[config.mk]
export PLATFORM = sky130hd
export DESIGN_NAME = write_mem_v2_flat
export DESIGN_NICKNAME = d
export VERILOG_FILES = /design/src/rtl/write_mem_v2_pkg.sv /design/src/rtl/write_mem_v2_if.sv /design/src/rtl/wm_addr_gen.sv /design/src/rtl/write_mem_v2.sv /design/src/flat_wrapper.sv
export SDC_FILE = /design/constraint.sdc
export NUM_CORES = 1
export LEC_CHECK = 0
export ABC_CLOCK_PERIOD_IN_PS = 3400
export CORE_MARGIN = 1.5
export CORE_UTILIZATION = 40
export CTS_CLUSTER_SIZE = 30
export DETAILED_ROUTE_END_ITERATION = 12
export GPL_TIMING_DRIVEN = 0
export PLACE_DENSITY_LB_ADDON = 0.05
export SLEW_MARGIN = 20
export SYNTH_ARGS = -nofsm -noshare
export SYNTH_HDL_FRONTEND = slang
export SYNTH_SLANG_ARGS = --single-unit
export TNS_END_PERCENT = 100
[constraint.sdc]
create_clock -name aclk -period 3.4 [get_ports aclk]
set_clock_uncertainty 0.15 [all_clocks]
set_input_delay 0.68 -clock aclk [delete_from_list [all_inputs] [get_ports aclk]]
set_output_delay 0.68 -clock aclk [all_outputs]
set_load 0.05 [all_outputs]
[src/rtl/write_mem_v2_pkg.sv]
// Shared types and constants for the sample-to-memory writer.
package write_mem_v2_pkg;

  // Controller states
  typedef enum logic [1:0] {
    ST_INIT = 2'd0,
    ST_RUN  = 2'd1,
    ST_ACK  = 2'd2,
    ST_DONE = 2'd3
  } state_t;

  // Window modes selected by MODE_REG
  localparam logic MODE_ONESHOT = 1'b0;
  localparam logic MODE_CIRC    = 1'b1;

endpackage

[src/rtl/write_mem_v2_if.sv]
// Producer handshake plus memory write port of the sample writer.
interface write_mem_v2_if #(
  parameter int N = 8,
  parameter int B = 16
);
  logic [B-1:0] din;
  logic         write;
  logic         write_ack;
  logic         mem_we;
  logic [N-1:0] mem_addr;
  logic [B-1:0] mem_di;

  // Producer / memory-observer side
  modport master (
    output din, write,
    input  write_ack, mem_we, mem_addr, mem_di
  );

  // Writer side
  modport slave (
    input  din, write,
    output write_ack, mem_we, mem_addr, mem_di
  );
endinterface

[src/rtl/wm_addr_gen.sv]
// Window address generator: latched base plus an offset that wraps after
// nsamp stores; the sum wraps naturally at 2^N.
module wm_addr_gen #(
  parameter int N = 8
) (
  input  logic         aclk,
  input  logic         aresetn,
  input  logic         load,
  input  logic [N-1:0] base,
  input  logic [N-1:0] nsamp,
  input  logic         step,
  output logic [N-1:0] addr,
  output logic         last
);
  logic [N-1:0] base_r;
  logic [N-1:0] nsamp_r;
  logic [N-1:0] offset_r;

  assign addr = base_r + offset_r;
  assign last = (offset_r == (nsamp_r - N'(1)));

  // Latch the window on start and advance the offset after each store
  always_ff @(posedge aclk or negedge aresetn) begin
    if (!aresetn) begin
      base_r   <= {N{1'b0}};
      nsamp_r  <= {N{1'b0}};
      offset_r <= {N{1'b0}};
    end else if (load) begin
      base_r   <= base;
      nsamp_r  <= nsamp;
      offset_r <= {N{1'b0}};
    end else if (step) begin
      offset_r <= last ? {N{1'b0}} : (offset_r + N'(1));
    end else begin
      offset_r <= offset_r;
    end
  end
endmodule

[src/rtl/write_mem_v2.sv]
// Accepts samples over a 4-phase handshake and writes every (DECIM+1)-th
// one into a memory window, one-shot or circular.
module write_mem_v2
  import write_mem_v2_pkg::*;
#(
  parameter int N = 8,
  parameter int B = 16,
  parameter int D = 8
) (
  input  logic          aclk,
  input  logic          aresetn,
  write_mem_v2_if.slave bus,
  input  logic          START_REG,
  input  logic [N-1:0]  ADDR_REG,
  input  logic [N-1:0]  NSAMP_REG,
  input  logic          MODE_REG,
  input  logic [D-1:0]  DECIM_REG,
  output logic          busy,
  output logic          done,
  output logic [N-1:0]  wcnt
);
  state_t       state_r, state_nx;
  logic         mode_r;
  logic [D-1:0] decim_r;
  logic [D-1:0] dcnt_r;
  logic         full_r;
  logic         start_run_s, accept_s, store_s, addr_last_s;
  logic [N-1:0] addr_s;
  logic         write_ack_r, mem_we_r, busy_r, done_r;
  logic [N-1:0] mem_addr_r, wcnt_r;
  logic [B-1:0] mem_di_r;

  assign start_run_s = (state_r == ST_INIT) && START_REG && (NSAMP_REG != {N{1'b0}});
  assign accept_s    = (state_r == ST_RUN) && START_REG && bus.write;
  assign store_s     = accept_s && (dcnt_r == {D{1'b0}});

  assign bus.write_ack = write_ack_r;
  assign bus.mem_we    = mem_we_r;
  assign bus.mem_addr  = mem_addr_r;
  assign bus.mem_di    = mem_di_r;
  assign busy          = busy_r;
  assign done          = done_r;
  assign wcnt          = wcnt_r;

  wm_addr_gen #(.N(N)) u_addr_gen (
    .aclk    (aclk),
    .aresetn (aresetn),
    .load    (start_run_s),
    .base    (ADDR_REG),
    .nsamp   (NSAMP_REG),
    .step    (store_s),
    .addr    (addr_s),
    .last    (addr_last_s)
  );

  // Controller state register
  always_ff @(posedge aclk or negedge aresetn) begin
    if (!aresetn) state_r <= ST_INIT;
    else          state_r <= state_nx;
  end

  // Next-state logic; a one-shot run ends once the decimation period holding
  // the final stored sample has been fully accepted (counter back at zero)
  always_comb begin
    state_nx = state_r;
    case (state_r)
      ST_INIT: begin
        if (START_REG) state_nx = (NSAMP_REG == {N{1'b0}}) ? ST_DONE : ST_RUN;
        else           state_nx = ST_INIT;
      end
      ST_RUN: begin
        if (!START_REG)     state_nx = ST_INIT;
        else if (bus.write) state_nx = ST_ACK;
        else                state_nx = ST_RUN;
      end
      ST_ACK: begin
        if (bus.write)
          state_nx = ST_ACK;
        else if ((mode_r == MODE_ONESHOT) && full_r && (dcnt_r == {D{1'b0}}))
          state_nx = ST_DONE;
        else if (!START_REG)
          state_nx = ST_INIT;
        else
          state_nx = ST_RUN;
      end
      ST_DONE: begin
        if (START_REG) state_nx = ST_DONE;
        else           state_nx = ST_INIT;
      end
      default: state_nx = ST_INIT;
    endcase
  end

  // Run configuration, decimation counter and window-complete flag
  always_ff @(posedge aclk or negedge aresetn) begin
    if (!aresetn) begin
      mode_r  <= MODE_ONESHOT;
      decim_r <= {D{1'b0}};
      dcnt_r  <= {D{1'b0}};
      full_r  <= 1'b0;
    end else if (start_run_s) begin
      mode_r  <= MODE_REG;
      decim_r <= DECIM_REG;
      dcnt_r  <= {D{1'b0}};
      full_r  <= 1'b0;
    end else begin
      if (accept_s) dcnt_r <= (dcnt_r == decim_r) ? {D{1'b0}} : (dcnt_r + D'(1));
      else          dcnt_r <= dcnt_r;
      if (store_s && addr_last_s) full_r <= 1'b1;
      else                        full_r <= full_r;
    end
  end

  // Registered handshake, memory port and status outputs
  always_ff @(posedge aclk or negedge aresetn) begin
    if (!aresetn) begin
      write_ack_r <= 1'b0;
      mem_we_r    <= 1'b0;
      mem_addr_r  <= {N{1'b0}};
      mem_di_r    <= {B{1'b0}};
      busy_r      <= 1'b0;
      done_r      <= 1'b0;
      wcnt_r      <= {N{1'b0}};
    end else begin
      write_ack_r <= (state_nx == ST_ACK);
      mem_we_r    <= store_s;
      busy_r      <= (state_nx == ST_RUN) || (state_nx == ST_ACK);
      done_r      <= (state_nx == ST_DONE);
      if (store_s) begin
        mem_addr_r <= addr_s;
        mem_di_r   <= bus.din;
      end else begin
        mem_addr_r <= mem_addr_r;
        mem_di_r   <= mem_di_r;
      end
      if (start_run_s)  wcnt_r <= {N{1'b0}};
      else if (store_s) wcnt_r <= wcnt_r + N'(1);
      else              wcnt_r <= wcnt_r;
    end
  end
endmodule

[src/flat_wrapper.sv]
// flat-port wrapper written by rule: the top's interface ports become plain ports
module write_mem_v2_flat import write_mem_v2_pkg::*;
#(
  parameter int N = 8,
  parameter int B = 16,
  parameter int D = 8
)
  (aclk, aresetn, START_REG, ADDR_REG, NSAMP_REG, MODE_REG, DECIM_REG, busy, done, wcnt, bus_din, bus_write, bus_write_ack, bus_mem_we, bus_mem_addr, bus_mem_di);
  write_mem_v2_if #(.N(N), .B(B)) bus_i ();
  input  logic aclk;
  input  logic aresetn;
  input  logic START_REG;
  input  logic [N-1:0] ADDR_REG;
  input  logic [N-1:0] NSAMP_REG;
  input  logic MODE_REG;
  input  logic [D-1:0] DECIM_REG;
  output logic busy;
  output logic done;
  output logic [N-1:0] wcnt;
  input wire logic [$bits(bus_i.din)-1:0] bus_din;
  input wire logic [$bits(bus_i.write)-1:0] bus_write;
  output wire logic [$bits(bus_i.write_ack)-1:0] bus_write_ack;
  output wire logic [$bits(bus_i.mem_we)-1:0] bus_mem_we;
  output wire logic [$bits(bus_i.mem_addr)-1:0] bus_mem_addr;
  output wire logic [$bits(bus_i.mem_di)-1:0] bus_mem_di;
  assign bus_i.din = bus_din;
  assign bus_i.write = bus_write;
  assign bus_write_ack = bus_i.write_ack;
  assign bus_mem_we = bus_i.mem_we;
  assign bus_mem_addr = bus_i.mem_addr;
  assign bus_mem_di = bus_i.mem_di;
  write_mem_v2 #(.N(N), .B(B), .D(D)) u_core (.aclk(aclk), .aresetn(aresetn), .bus(bus_i), .START_REG(START_REG), .ADDR_REG(ADDR_REG), .NSAMP_REG(NSAMP_REG), .MODE_REG(MODE_REG), .DECIM_REG(DECIM_REG), .busy(busy), .done(done), .wcnt(wcnt));
endmodule
==> flow_summary.ini <==
[floorplan]
dieArea_um2 = 10900
die_h_um = 104
core_um2 = 9860
start_util_pct = 41.7
row_count = 36
die_w_um = 104
io_pins = 81

[global_routing]
gr-total-overflow = 0
antenna_found_initial = 0
grt_usage_pct = 17.3
grt_max_degree = 44
grt_pass1_vias = 3070
grt_first_pass_wirelength_mm = 15.1

[worst_setup_path]
cp.required_ns = 3.45
cp_max_fo = 10
crit_chain = clkdlybuf4s50_1, and2b_1, nand2b_1, a21oi_2, clkbuf_1, o21ai_0
endpoint = u_core.u_addr_gen.nsamp_r[1]
reg2reg_slack_ns = 1.11
startpoint = START_REG
critPathMaxStageDelay_ns = 0.54
rr_worst_depth = 9
slowest_stage = clkdlybuf4s50_1
worstSetupPathType = input port to flop
start_kind = input port
r2r_end = u_core.busy
r2r-start = u_core.dcnt_r[0]
arrival_ns = 2.66
worst_setup_path_end_kind = flop

[sta]
hold_viol_final = 0
max_clock_freq_mhz = 383
fin_setup_tns_ns = 0
slew_viol_final = 0
rsz0062_at_grt = false
post-route-min-period_ns = 2.61
setup_viol = 0
whs_ns = 0.135
relSlewSlack_pct = 57.3
post-route-period-util_pct = 76.8
worstMarginPinSlew_ns = 0.634

[place]
dpl_cell_area_um2 = 5100
gp_congestion = 0.781
dpl.hpwl_mm = 6.48
port_buffers = 80
dp_cells = 626

[synth]
syn_nets = 471
yosys.area_share.simple_pct = 21.4
yosysWarnings = 0
synth_compound_area_share_pct = 9.93
yosys.area_share.adder_pct = 4.45
yosys.area.top_type = dfrtp_1
ys_types = 53
synthMuxAreaShare_pct = 5.57
synth-xor-area-share_pct = 6.82
netlist.area_leader.share_pct = 48.7
synth_edf_count = 0
synthTopCellsByCount = 98 x nand2_1, 80 x dfrtp_1, 21 x o21ai_0, 20 x a21oi_1, 20 x xor2_1
synth_flop_cell = dfrtp_1
synth_area_um2 = 4110
ys_seq_area_share_pct = 48.7
synth_cells = 412
netlist_top_cells_area = dfrtp_1 49%, nand2_1 9.0%, xor2_1 4.3%, ha_1 4.0%, mux2_4 3.7%
ys_seq_elements = 80
async_reset_ff_share_pct = 100
syn_area_per_cell_um2 = 9.97
synth_top_family_by_area = simple AND/OR/NAND/NOR gates
yosysMostFrequentCell = nand2_1

[power_and_ir_drop]
p_comb_share_pct = 40.7
power_leakage_nw = 2.37
vdd_ir_drop_max_mv = 0.424
p_int_mw = 2.17
pwr-share-seq_pct = 37.3
p_sw_share_pct = 39.4
p_per_area_nw_per_um2 = 674
p_clk_share_pct = 22.0
net-switching-power_mw = 1.41
power_mw = 3.59

[run_status]
status = finished, final reports clean

[route]
num_vias = 3150
remaining_drc_errors = 0
first_iter_violations = 133
wl_per_cell_um = 13.7
first_pass_iters = 4
wl_mm = 8.82
postRouteAntennaNets = 0
via_per_inst = 4.91

[clock_tree]
cts_resized = 0
clk_pin_slew_worst_paths_ns = 0.09
clkLatencyLatePin_ns = 0.35
cts_tree = built
htreeDepth = 3
cts_sinks = 80
cts_setup_buffers = 0
root_buffer = clkbuf_8
clock_path_buffers = 2
cts_hold_buf = 0
numCtsBuffers = 9

[run]
drv_cap = 0

[cells_and_area]
area_delta_synth_final_pct = 29.5
final_nets = 563
drive_gt1_share_pct = 10.0
final_cell_area_um2 = 5320
diodes = 0
stdcell_count = 642

[hold_path]
hp-class = input port to async pin
-- sequential cells by signal (all words and copies together), names as in the netlist --
name,count
u_core.bus.mem_addr,8
u_core.bus.mem_di,16
u_core.bus.mem_we,1
u_core.bus.write_ack,1
u_core.busy,1
u_core.dcnt_r,8
u_core.decim_r,8
u_core.done,1
u_core.full_r,1
u_core.mode_r,1
u_core.state_r,2
u_core.u_addr_gen.base_r,8
u_core.u_addr_gen.nsamp_r,8
u_core.u_addr_gen.offset_r,8
u_core.wcnt,8
-- final cells by class --
| type | instances | area [um^2] |
|---|---|---|
| Tap cell | 133 | 166 |
| Clock inverter | 5 | 80.1 |
| Inverter | 13 | 48.8 |
| Buffer | 14 | 78.8 |
| Sequential cell | 80 | 2000 |
| Clock buffer | 11 | 141 |
| Multi-Input combinational cell | 305 | 1980 |
| Fill cell | 887 | 4540 |
| Timing Repair Buffer | 81 | 826 |
-- cells by family after synthesis --
group	Yosys count
and+or+nand+nor	177
muxes	17
xor gates and xnor gates	32
buffers and inverters	27
adders and majority gates	14
DFF	80
AOI/OAI and AO/OA	65
-- routing by layer --
layer	up-vias	track usage [%]	part of all wire, %
met4	0	5.65	0.62
met5	-	0	0
met2	66	26.1	44
li1	1599	-	-
met1	1481	25.2	51
met3	4	2.88	4.1
-- power by group through the flow --
stage                     logic (mW)  clock network, mW  registers, mW
after floorplan                0.497                  0           1.84
after global placement          1.45                  0           1.36
after detailed placement        1.47                  0           1.36
after CTS                       1.47              0.805           1.34
final                           1.46              0.789           1.34
after global routing            1.57              0.851           1.38
-- critical path: cells and delay by family --
kind / cells / cell delay, ns
simple gates: 2 / 0.31
buf+inv: 2 / 1.06
compound gates: 2 / 0.60
-- per-stage QoR --
step / utilization [%] / setup WS, ns
2_1_floorplan: - / 1.32
3_3_place_gp: 51.5 / -1.43
3_5_place_dp: 51.7 / 0.349
4_1_cts: 54.0 / 0.717
5_1_grt: 54.0 / 0.528
6_report: 54.0 / 0.790
-- worst min-delay path by stage --
stage	to	slack, ns	cells past startpoint	start
global route	u_core.decim_r[1]	0.17	1	aresetn
CTS	u_core.decim_r[1]	0.14	1	aresetn
finish	u_core.decim_r[1]	0.13	1	aresetn
detailed placement	u_core.bus.mem_di[10]	0.31	2	u_core.bus.mem_di[10]
global placement	u_core.bus.mem_di[4]	0.31	2	u_core.bus.mem_di[4]
floorplan	u_core.bus.mem_addr[0]	0.23	0	aresetn
-- cell usage in the layout, fill, tap and decap left out, types with 3 or more instances in the layout --
cell type,instances
nor3_1,11
o211ai_1,5
inv_1,12
a21oi_1,20
nand3b_1,6
nor3_2,3
nor2b_1,4
ha_1,13
nand4_1,7
or3_1,3
nor4_1,3
nor2_1,18
nor3b_1,3
mux2_4,10
dfrtp_1,80
and3_1,3
nand3_1,6
mux2_2,4
xnor2_1,12
o21ai_0,21
buf_4,3
nand2_1,98
xor2_1,20
mux2_1,3
clkdlybuf4s50_1,79
clkbuf_8,10
clkbuf_1,8
No activity file was read; power rests on OpenSTA's default activity.
